`src/rtl/mux_pkg.sv`:
```
`default_nettype none
// ============================================================================
//  Module      : mux_pkg
//  Description : Shared constants and types for the mux block: default data
//                width, default Sel transition-counter width, and the data
//                word type at the default width.
//  Config      : MUX_PARITY_EN (optional registered parity output on mux)
//  Revision    : 1.0 - initial release
// ============================================================================
package mux_pkg;

    // Default width of the A, B, C and C_Reg data words.
    localparam int c_DEFAULT_WIDTH = 4;

    // Default width of the saturating Sel transition counter.
    localparam int c_DEFAULT_CNT_W = 8;

    // Data word at the default width.
    typedef logic [c_DEFAULT_WIDTH-1:0] data_t;

endpackage : mux_pkg
`default_nettype wire

```
`src/rtl/mux_sel_counter.sv`:
```
`default_nettype none
// ============================================================================
//  Module      : mux_sel_counter
//  Description : Tracks the Sel value sampled on the previous clock edge and
//                counts the edges on which Sel differs from it. The count
//                saturates at all-ones instead of wrapping.
//  Ports       : i_clk   - clock, rising-edge active
//                i_rst   - synchronous active-high reset
//                i_sel   - select line being observed
//                o_count - number of Sel transitions seen (saturating)
//  Revision    : 1.0 - initial release
// ============================================================================
module mux_sel_counter
    import mux_pkg::*;
#(
    parameter int CNT_W = c_DEFAULT_CNT_W
) (
    input  logic             i_clk,
    input  logic             i_rst,
    input  logic             i_sel,
    output logic [CNT_W-1:0] o_count
);

    logic             r_sel_prev;
    logic [CNT_W-1:0] r_count;
    logic             w_sel_change;
    logic             w_at_max;

    // Reset clears r_sel_prev, so the first edge out of reset compares
    // Sel against 0.
    assign w_sel_change = i_sel ^ r_sel_prev;
    assign w_at_max     = &r_count;

    always_ff @(posedge i_clk) begin
        if (i_rst) begin
            r_sel_prev <= 1'b0;
            r_count    <= '0;
        end else begin
            r_sel_prev <= i_sel;
            if (w_sel_change && !w_at_max) begin
                r_count <= r_count + 1'b1;
            end
        end
    end

    assign o_count = r_count;

endmodule : mux_sel_counter
`default_nettype wire

```
`src/rtl/mux.sv`:
```
`default_nettype none
// ============================================================================
//  Module      : mux
//  Description : 2:1 data multiplexer with a combinational output, a
//                registered output qualified by In_Valid, a one-cycle-delayed
//                valid flag and a saturating count of Sel transitions.
//  Ports       : Clk       - clock, rising-edge active
//                Rst       - synchronous active-high reset
//                A         - operand selected when Sel = 0
//                B         - operand selected when Sel = 1
//                Sel       - select
//                In_Valid  - qualifies A/B/Sel for the registered path
//                C         - combinational mux result
//                C_Reg     - registered mux result (loads when In_Valid)
//                Out_Valid - In_Valid delayed by one cycle
//                Sel_Count - saturating number of Sel transitions
//                Par       - (MUX_PARITY_EN only) registered XOR-reduce of
//                            the value loaded into C_Reg
//  Config      : define MUX_PARITY_EN to add the Par output and its register
//  Revision    : 1.0 - initial release
// ============================================================================
module mux
    import mux_pkg::*;
#(
    parameter int WIDTH = c_DEFAULT_WIDTH,
    parameter int CNT_W = c_DEFAULT_CNT_W
) (
    input  logic             Clk,
    input  logic             Rst,
    input  logic [WIDTH-1:0] A,
    input  logic [WIDTH-1:0] B,
    input  logic             Sel,
    input  logic             In_Valid,
    output logic [WIDTH-1:0] C,
    output logic [WIDTH-1:0] C_Reg,
    output logic             Out_Valid,
    output logic [CNT_W-1:0] Sel_Count
`ifdef MUX_PARITY_EN
    ,
    output logic             Par
`endif
);

    logic [WIDTH-1:0] w_mux;
    logic [WIDTH-1:0] r_c_reg;
    logic             r_out_valid;
    logic [CNT_W-1:0] w_sel_count;

    // Pure combinational select; Clk, Rst and In_Valid play no part in C.
    assign w_mux = Sel ? B : A;
    assign C     = w_mux;

    // Registered path. Rst wins over In_Valid, so a result pending on the
    // reset edge is dropped and Out_Valid is low on the following cycle.
    always_ff @(posedge Clk) begin
        if (Rst) begin
            r_c_reg     <= '0;
            r_out_valid <= 1'b0;
        end else begin
            r_out_valid <= In_Valid;
            if (In_Valid) begin
                r_c_reg <= w_mux;
            end
        end
    end

    assign C_Reg     = r_c_reg;
    assign Out_Valid = r_out_valid;

`ifdef MUX_PARITY_EN
    logic r_par;

    // Parity is taken from the value being loaded, so it changes on the same
    // edge as C_Reg and never lags it.
    always_ff @(posedge Clk) begin
        if (Rst) begin
            r_par <= 1'b0;
        end else if (In_Valid) begin
            r_par <= ^w_mux;
        end
    end

    assign Par = r_par;
`endif

    mux_sel_counter #(
        .CNT_W (CNT_W)
    ) u_sel_counter (
        .i_clk   (Clk),
        .i_rst   (Rst),
        .i_sel   (Sel),
        .o_count (w_sel_count)
    );

    assign Sel_Count = w_sel_count;

endmodule : mux
`default_nettype wire

```
`config.mk`:
```
export PLATFORM = sky130hd
export DESIGN_NAME = mux
export DESIGN_NICKNAME = d
export VERILOG_FILES = /design/src/rtl/mux_pkg.sv /design/src/rtl/mux_sel_counter.sv /design/src/rtl/mux.sv
export SDC_FILE = /design/constraint.sdc
export NUM_CORES = 1
export LEC_CHECK = 0
export BUFFER_PORTS_ARGS = -buffer_cell sky130_fd_sc_hd__buf_2
export CAP_MARGIN = 20
export CELL_PAD_IN_SITES_DETAIL_PLACEMENT = 1
export CELL_PAD_IN_SITES_GLOBAL_PLACEMENT = 2
export CORE_MARGIN = 2
export CORE_UTILIZATION = 27
export CTS_CLUSTER_SIZE = 10
export DETAILED_ROUTE_END_ITERATION = 8
export PLACE_DENSITY = 0.9
export RECOVER_POWER = 50
export SYNTH_ARGS = -nofsm -noshare
export SYNTH_HDL_FRONTEND = slang
export SYNTH_HIERARCHICAL = 1
export SYNTH_SLANG_ARGS = --single-unit
```
`constraint.sdc`:
```
create_clock -name Clk -period 3.68 [get_ports Clk]
set_input_delay 1.104 -clock Clk [delete_from_list [all_inputs] [get_ports Clk]]
set_output_delay 1.104 -clock Clk [all_outputs]
set_load 0.05 [all_outputs]
```
# After elaboration in Yosys (flattened, before gate mapping)
# Index checks and enable logic that the tools add are counted.
# classes
magnitude_cmp	0
shift	0
n_reduce_logical	3
div_mod_pow	0
n_addsub	1
bitwise_logic	1
n_mux	1
mul	0
n_eq_ne	0
# op_table
operator	n
adder 8 x 1 -> 8 bit (second input constant)	1
AND reduction 8 bit	1
two-way mux 4 bit	1
logical AND 1 bit	1
zero test 1 bit	1
bitwise XOR 1 bit	1
# totals
reg_bits	14
memories	0
mem_bits_rw	0
latchBits	0
word_cells	10
mem_bits_ro	0
output_inout_bits	17
in_bits	12

# Logic depth before layout (Yosys ltp)
# Gate-level depths: netlist of run 1.
# depth
word_depth	3
mapped_depth	5
depth_no_buf	5

# By module
# The synthesis of run 1 kept the hierarchy.
# by_module_without_submodules
module	seq_area_each_um2	area_each_um2	instances	cells_per_inst
mux_sel_counter	180.2	424.2	1	47
mux	100.1	222.7	1	19

# Least setup slack after synthesis of run 1
# Ideal clock, no wire load.
# synth_timing
kind	input -> output
from	input Sel
to	output C[0]
path_slack_ns	1.034
t_arrival_ns	1.542
cell_stages	1
n_path_buf	0
t_required_ns	2.576
path_cell_list	mux2_2
# synth_via
elab_chain_len	1
# synth_rtl
element	line_no	rtl
start: declaration	mux.sv:32	input logic Sel,
two-way mux 4 bit	mux.sv:50	assign w_mux = Sel ? B : A;
end: declaration	mux.sv:34	output logic [WIDTH-1:0] C,
# No other way between the ends.

# Final worst setup path of run 1
# layout_timing
from	input Sel
to	output C[1]
# Same word-level chain as after synthesis.

==> results of run 1 <==
[worst max-delay path by stage]
| stage | from | cells after the start | endpoint | slack [ns] |
|---|---|---|---|---|
| finish | Sel | 3 | C[1] | 0.62 |
| global route | Sel | 3 | C[2] | 0.57 |
| CTS | Sel | 3 | C[2] | 0.72 |
| detailed placement | Sel | 3 | C[0] | 0.72 |
| global placement | Sel | 3 | C[0] | 0.74 |
| floorplan | Sel | 1 | C[0] | 1.03 |
[cells by family (layout without fill, tap and decap cells)]
family / Yosys count / in the layout / share of synthesized area
muxes: 6 / 6 / 0.101
and+or+nand+nor: 26 / 26 / 0.213
adders and majority gates: 1 / 1 / 0.0193
DFF: 14 / 14 / 0.433
buffers and inverters: 2 / 33 / 0.0232
AOI/OAI and AO/OA: 15 / 15 / 0.172
xor gates and xnor gates: 2 / 2 / 0.0387
[flip-flops by register name, indices dropped and copies added, names as in the netlist]
| name | flops |
|---|---|
| Out_Valid | 1 |
| u_sel_counter/o_count | 8 |
| C_Reg | 4 |
| u_sel_counter/r_sel_prev | 1 |
[worst register-to-register path: stages, from the launching register on]
cell     delay (ns)
dfxtp_1        0.42
ha_1           0.23
nand3_1        0.14
o21ai_0        0.37
mux2i_1        0.23
nor2_1         0.05
[per-layer routing]
| metal | part of all wire | global-route usage | routed length (um) | vias to the layer above |
|---|---|---|---|---|
| li1 | - | - | - | 303 |
| met2 | 0.48 | 0.240 | 777 | 28 |
| met5 | 0 | 0 | 0 | - |
| met1 | 0.41 | 0.149 | 664 | 275 |
| met4 | 0.0074 | 0.0513 | 12 | 0 |
| met3 | 0.10 | 0.0593 | 162 | 2 |
[where the power goes]
part	internal, mW	leakage (nW)	switching (mW)
Sequential	0.159	0.115	0.00666
Combinational	0.0239	0.242	0.0577
Clock	0.0602	0.0210	0.0533
[area by class of cell]
cell class                 count  area, sq um
clock buffer                   4         36.3
multi-input combinational     50          344
fill                         287         1400
sequential                    14          280
inverter                       1         3.75
tap                           28         35.0
timing repair buffer          28          134
[placed cells by master (no fill, tap or decap)]
cell type  count
or3_1          1
xor2_1         2
clkbuf_4       3
buf_2         23
nor4bb_1       1
nor2b_1        1
nand2_1        2
and3_1         3
ha_1           1
mux2_2         4
o21ai_0        2
nor3_1         4
a31oi_1        2
o21a_1         4
clkbuf_1       5
nand4_1        3
inv_1          1
nor2_1         7
dfxtp_1       14
a41oi_1        1
nand3_1        3
mux2i_1        2
clkbuf_8       1
o21ba_2        4
and2b_2        1
a21oi_1        2
==> results_dict.tcl, run 1 <==
set metrics [dict create \
    status "finished clean" \
    layout_min_cycle_time_ns 3.06 \
    violation_count_after_the_first_detailed_route_iteration 6 \
    timing.rr.end "u_sel_counter/o_count[1]$_SDFFE_PP0P_" \
    final_cell_count_no_fill 125 \
    yosys_most_used_dff "dfxtp_1" \
    worst_ir_drop_vdd_v 0.000199 \
    grt_antenna_before_repair 0 \
    post-route-worst-setup-slack_ns 0.624 \
    total_power_mw 0.361 \
    drt-total-wl_um 1620 \
    grt_setup_unrepaired "no" \
    synth_edf_count 0 \
    synth.avg_cell_area_sq_um 9.80 \
    area_overhead_of_the_layout_relative_to_synthesis_pct 28.8 \
    synth_largest_type_area_fraction 0.433 \
    synthesis.yosys.warnings 6 \
    proportion_of_layout_cells_with_a_drive_suffix_above_1 0.371 \
    setup.worst_path.class "in -> out" \
    starting_density_of_the_core 0.290 \
    path_delay_family "buffers and inverters" \
    ant_nets 0 \
    slew_headroom 0.592 \
    finalHoldViolCount 0 \
    row_count 17 \
    synth-async-reset-ratio 0 \
    synth.top_cells.by_area "dfxtp_1 43%, mux2_2 7.0%, o21ba_2 6.2%" \
    ctsResizeCount 0 \
    clockBufferDepth 2 \
    final_core_utilization 0.373 \
    cts_setup_buffers 0 \
    worst_r2r_startpoint "u_sel_counter/o_count[0]$_SDFFE_PP0P_" \
    crit_path_cell_trace "clkbuf_1 > mux2_2 > buf_2" \
    synth.cells.most_frequent "14 x dfxtp_1, 7 x nor2_1" \
    grt_pass1_vias 622 \
    min_path_cells 2 \
    design_area_sq_um 833 \
    timing.critical_path.buf_inv 2 \
    synth-seq-area-share 0.433 \
    clock-sinks 14 \
    worst-endpoint-arrival_ns 1.95 \
    timing.fmax_ghz 0.327 \
    finalSetupTns_ns 0 \
    synth.lib_cells_used.distinct 24 \
    post-place-cells 121 \
    timing.critical_path.slowest_stage_cell "mux2_2" \
    number_of_maximum_capacitance_constraint_violations 0 \
    clock_pin_slew_reported_for_the_worst_setup_and_hold_paths_after_clock_tree_synthesis_ns 0.09 \
    grt_pass1_wl_um 2750 \
    netlist_area_sq_um 647 \
    dr_total_vias 608 \
    tritoncts "yes" \
    place.port_buffers 28 \
    final.hold.worst_slack_ns 0.569 \
    worstPathRequired_ns 2.58 \
    worst_r2r_path_depth 5 \
    timing.reg2reg.setup_slack_ns 2.13 \
    min_to "u_sel_counter/o_count[5]$_SDFFE_PP0P_" \
    cp_slowest_stage_delay_ns 0.39 \
    synth_largest_area_cell "dfxtp_1" \
    timing.final.setup_violations 0 \
    worst_skew_pair.late_latency_ns 0.28 \
    dp_hpwl_um 1230 \
    worst_slew_pin_slew_ns 0.615 \
    nNetsFinal 111 \
    avgRoutedWirePerCell_um 12.9 \
    grt_usage 0.139 \
    powerDensity_nw_per_um2 433 \
    lkg_pwr_nw 0.378 \
    die_width_um 52.9 \
    period_share 0.830 \
    min-delay-start "u_sel_counter/o_count[5]$_SDFFE_PP0P_" \
    gpl.final_weighted_congestion 0.714 \
    fp.coreArea_sq_um 2230 \
    postPlaceCellArea_sq_um 811 \
    worstHoldPathType "reg -> reg" \
    synth_most_common_cell "dfxtp_1" \
    final.setup_skew_ns 0.00246 \
    final_number_of_max_transition_violations 0 \
    synthesis_stage_register_bit_count 14 \
    chipHeight_um 52.9 \
    ant_diodes 0 \
    synthesis.nets 79 \
    post-place-ws_ns 0.718 \
    holdBufCountCts 0 \
    path_max_fanout 6 \
    via_per_inst 4.86 \
    pin_count 29 \
    cts.root.buffer_cell "clkbuf_4" \
    critPathLaunchType "primary input" \
    h-tree-depth 1 \
    netlist_instances 66 \
    cts-buffers-inserted 3 \
    drc_errors 0 \
    endpoint_kind "output pin" \
    grt_start_max_net_pins 15 \
    overflow 0 \
    die-area_sq_um 2800 \
    drt_first_pass_iters 3 \
]
(Power assumes the default switching activity.)
==> inputs of run 2 (changes only) <==
ABC_AREA = 1   (was unset)
CORE_UTILIZATION = 21   (was 27)
PLACE_DENSITY = 0.83   (was 0.9)
clock period = 2.8 ns   (was 3.68 ns; I/O delays follow)
==> results_dict.tcl, run 2 <==
set metrics [dict create \
    drt-total-wl_um 1950 \
    synth-seq-area-share 0.377 \
    most-common-layout-cells "37 x nand2_1, 27 x nor2_1, 25 x buf_2" \
    worstHoldPathType "reg -> reg" \
    synth.lib_cells_used.distinct 16 \
    h-tree-depth 1 \
    gpl.final_weighted_congestion 0.768 \
    design_area_sq_um 935 \
    grt_pass1_vias 879 \
    netlist_instances 119 \
    worst_r2r_path_depth 8 \
    drt_first_pass_iters 3 \
    pin_count 29 \
    largest_register_ff_count 8 \
    mostFrequentLayoutCell "nand2_1" \
    cts_setup_buffers 0 \
    timing.final.setup_violations 0 \
    ant_nets 0 \
    post-place-ws_ns 0.492 \
    path_max_fanout 8 \
    fp.coreArea_sq_um 3360 \
    clock-sinks 14 \
    synth_largest_area_cell "dfxtp_1" \
    timing.reg2reg.setup_slack_ns 1.43 \
    netlist_area_sq_um 743 \
    min-delay-start "u_sel_counter/o_count[4]$_SDFFE_PP0P_" \
    yosys_most_used_dff "dfxtp_1" \
    ctsResizeCount 0 \
    synth_most_common_cell "nand2_1" \
    powerDensity_nw_per_um2 466 \
    dp_hpwl_um 1590 \
    place.port_buffers 28 \
    row_count 21 \
    synth.top_cells.by_area "dfxtp_1 38%, nand2_1 18%, nor2_1 13%" \
    chipHeight_um 63.5 \
    ff_latch_area_sq_um 280 \
    worst_skew_pair.late_latency_ns 0.27 \
    endpoint_kind "output pin" \
    slew_headroom 0.611 \
    status "finished clean" \
    final_core_utilization 0.278 \
    cts-buffers-inserted 3 \
    area_used_by_multi_input_combinational_logic_sq_um 378 \
    post-route-worst-setup-slack_ns 0.367 \
    finalSetupTns_ns 0 \
    cts.root.buffer_cell "clkbuf_4" \
    nNetsFinal 164 \
    proportion_of_layout_cells_with_a_drive_suffix_above_1 0.215 \
    clockBufferDepth 2 \
    final.setup_skew_ns 0.00153 \
    clock_pin_slew_reported_for_the_worst_setup_and_hold_paths_after_clock_tree_synthesis_ns 0.08 \
    ant_diodes 0 \
    min_to "u_sel_counter/o_count[4]$_SDFFE_PP0P_" \
    worstPathRequired_ns 1.96 \
    worst_r2r_startpoint "u_sel_counter/o_count[1]$_SDFFE_PP0P_" \
    nFillCells 467 \
    via_per_inst 4.18 \
    finalHoldViolCount 0 \
    worst_slew_pin_slew_ns 0.586 \
    worst-endpoint-arrival_ns 1.59 \
    dr_total_vias 815 \
    timing.fmax_ghz 0.411 \
    grt_start_max_net_pins 10 \
    postPlaceCellArea_sq_um 930 \
    drc_errors 0 \
    overflow 0 \
    layout_min_cycle_time_ns 2.43 \
    worst_ir_drop_vdd_v 0.000146 \
    min_path_cells 2 \
    timing.rr.end "u_sel_counter/o_count[4]$_SDFFE_PP0P_" \
    grt_usage 0.113 \
    synth.avg_cell_area_sq_um 6.25 \
    synth_largest_type_area_fraction 0.377 \
    lkg_pwr_nw 0.498 \
    synthesis.nets 132 \
    synthesis_stage_register_bit_count 14 \
    synth.cells.most_frequent "36 x nand2_1, 26 x nor2_1, 14 x dfxtp_1, 14 x inv_1, 10 x nand3_1" \
    violation_count_after_the_first_detailed_route_iteration 29 \
    grt_setup_unrepaired "no" \
    synth-async-reset-ratio 0 \
    synthesis.yosys.warnings 6 \
    avgRoutedWirePerCell_um 9.98 \
    period_share 0.869 \
    grt_pass1_wl_um 3590 \
    setup.worst_path.class "in -> out" \
    grt_antenna_before_repair 0 \
    number_of_maximum_capacitance_constraint_violations 0 \
    die-area_sq_um 4030 \
    area_overhead_of_the_layout_relative_to_synthesis_pct 25.8 \
    critPathLaunchType "primary input" \
    synth_edf_count 0 \
    starting_density_of_the_core 0.221 \
    die_width_um 63.5 \
    holdBufCountCts 0 \
    tritoncts "yes" \
    final_number_of_max_transition_violations 0 \
]
run 2: changes by cell type in the layout (fill, tap and decap cells not counted), moves of 3 or more:
| cell | change |
|---|---|
| nand2_1 | +35 |
| nor2_1 | +20 |
| inv_1 | +15 |
| nand3_1 | +7 |
| mux2_2 | -4 |
| nor3_1 | -4 |
| o21a_1 | -4 |
| o21ba_2 | -4 |
| and3_1 | -3 |
run 2: power by group:
group,switching (mW),internal [mW]
combinational,0.0796,0.0264
sequential,0.00722,0.208
clock,0.0642,0.0498
run 2: area by class of cell:
class / count / area share
multi-input cells: 88 / 0.404
clock buffers: 3 / 0.0241
well taps: 46 / 0.0616
flip-flops and latches: 14 / 0.300
repair buffers: 28 / 0.146
inverters: 16 / 0.0643
run 2: per-stage QoR:
| stage | instances | hold slack, ns | total power [mW] |
|---|---|---|---|
| floorplan | 119 | 0.690 | 0.300 |
| global placement | 192 | 0.519 | 0.328 |
| detailed placement | 192 | 0.531 | 0.330 |
| CTS | 195 | 0.546 | 0.451 |
| global route | 195 | 0.584 | 0.469 |
| finish | 195 | 0.545 | 0.435 |
run 2: metal layers:
metal	routed length, um	GRT usage
met1	845	0.121
met2	961	0.203
met3	126	0.0321
met4	13	0.0489
met5	0	0
run 2: logic make-up (layout without fill, tap and decap cells):
kind of cell,count (synthesis),after routing,share of synthesized area
and+or+nand+nor,79,79,0.446
AOI/OAI and AO/OA,7,7,0.0522
DFF,14,14,0.377
adders and majority gates,1,1,0.0168
xor gates and xnor gates,1,1,0.0118
buffers and inverters,17,47,0.0960
run 2: worst max path at each step:
stage                     from   end  slack [ns]  cells after the start
after floorplan            Sel  C[0]        0.68                      3
after global placement     Sel  C[1]        0.53                      5
after detailed placement   Sel  C[0]        0.49                      5
after CTS                  Sel  C[0]        0.49                      5
after global routing       Sel  C[0]        0.28                      5
final                      Sel  C[0]        0.37                      5
run 2: critical path, stage by stage:
cell	delay, ns
clkbuf_1	0.24
inv_1	0.15
nand2_1	0.10
nand2_1	0.05
buf_2	0.20
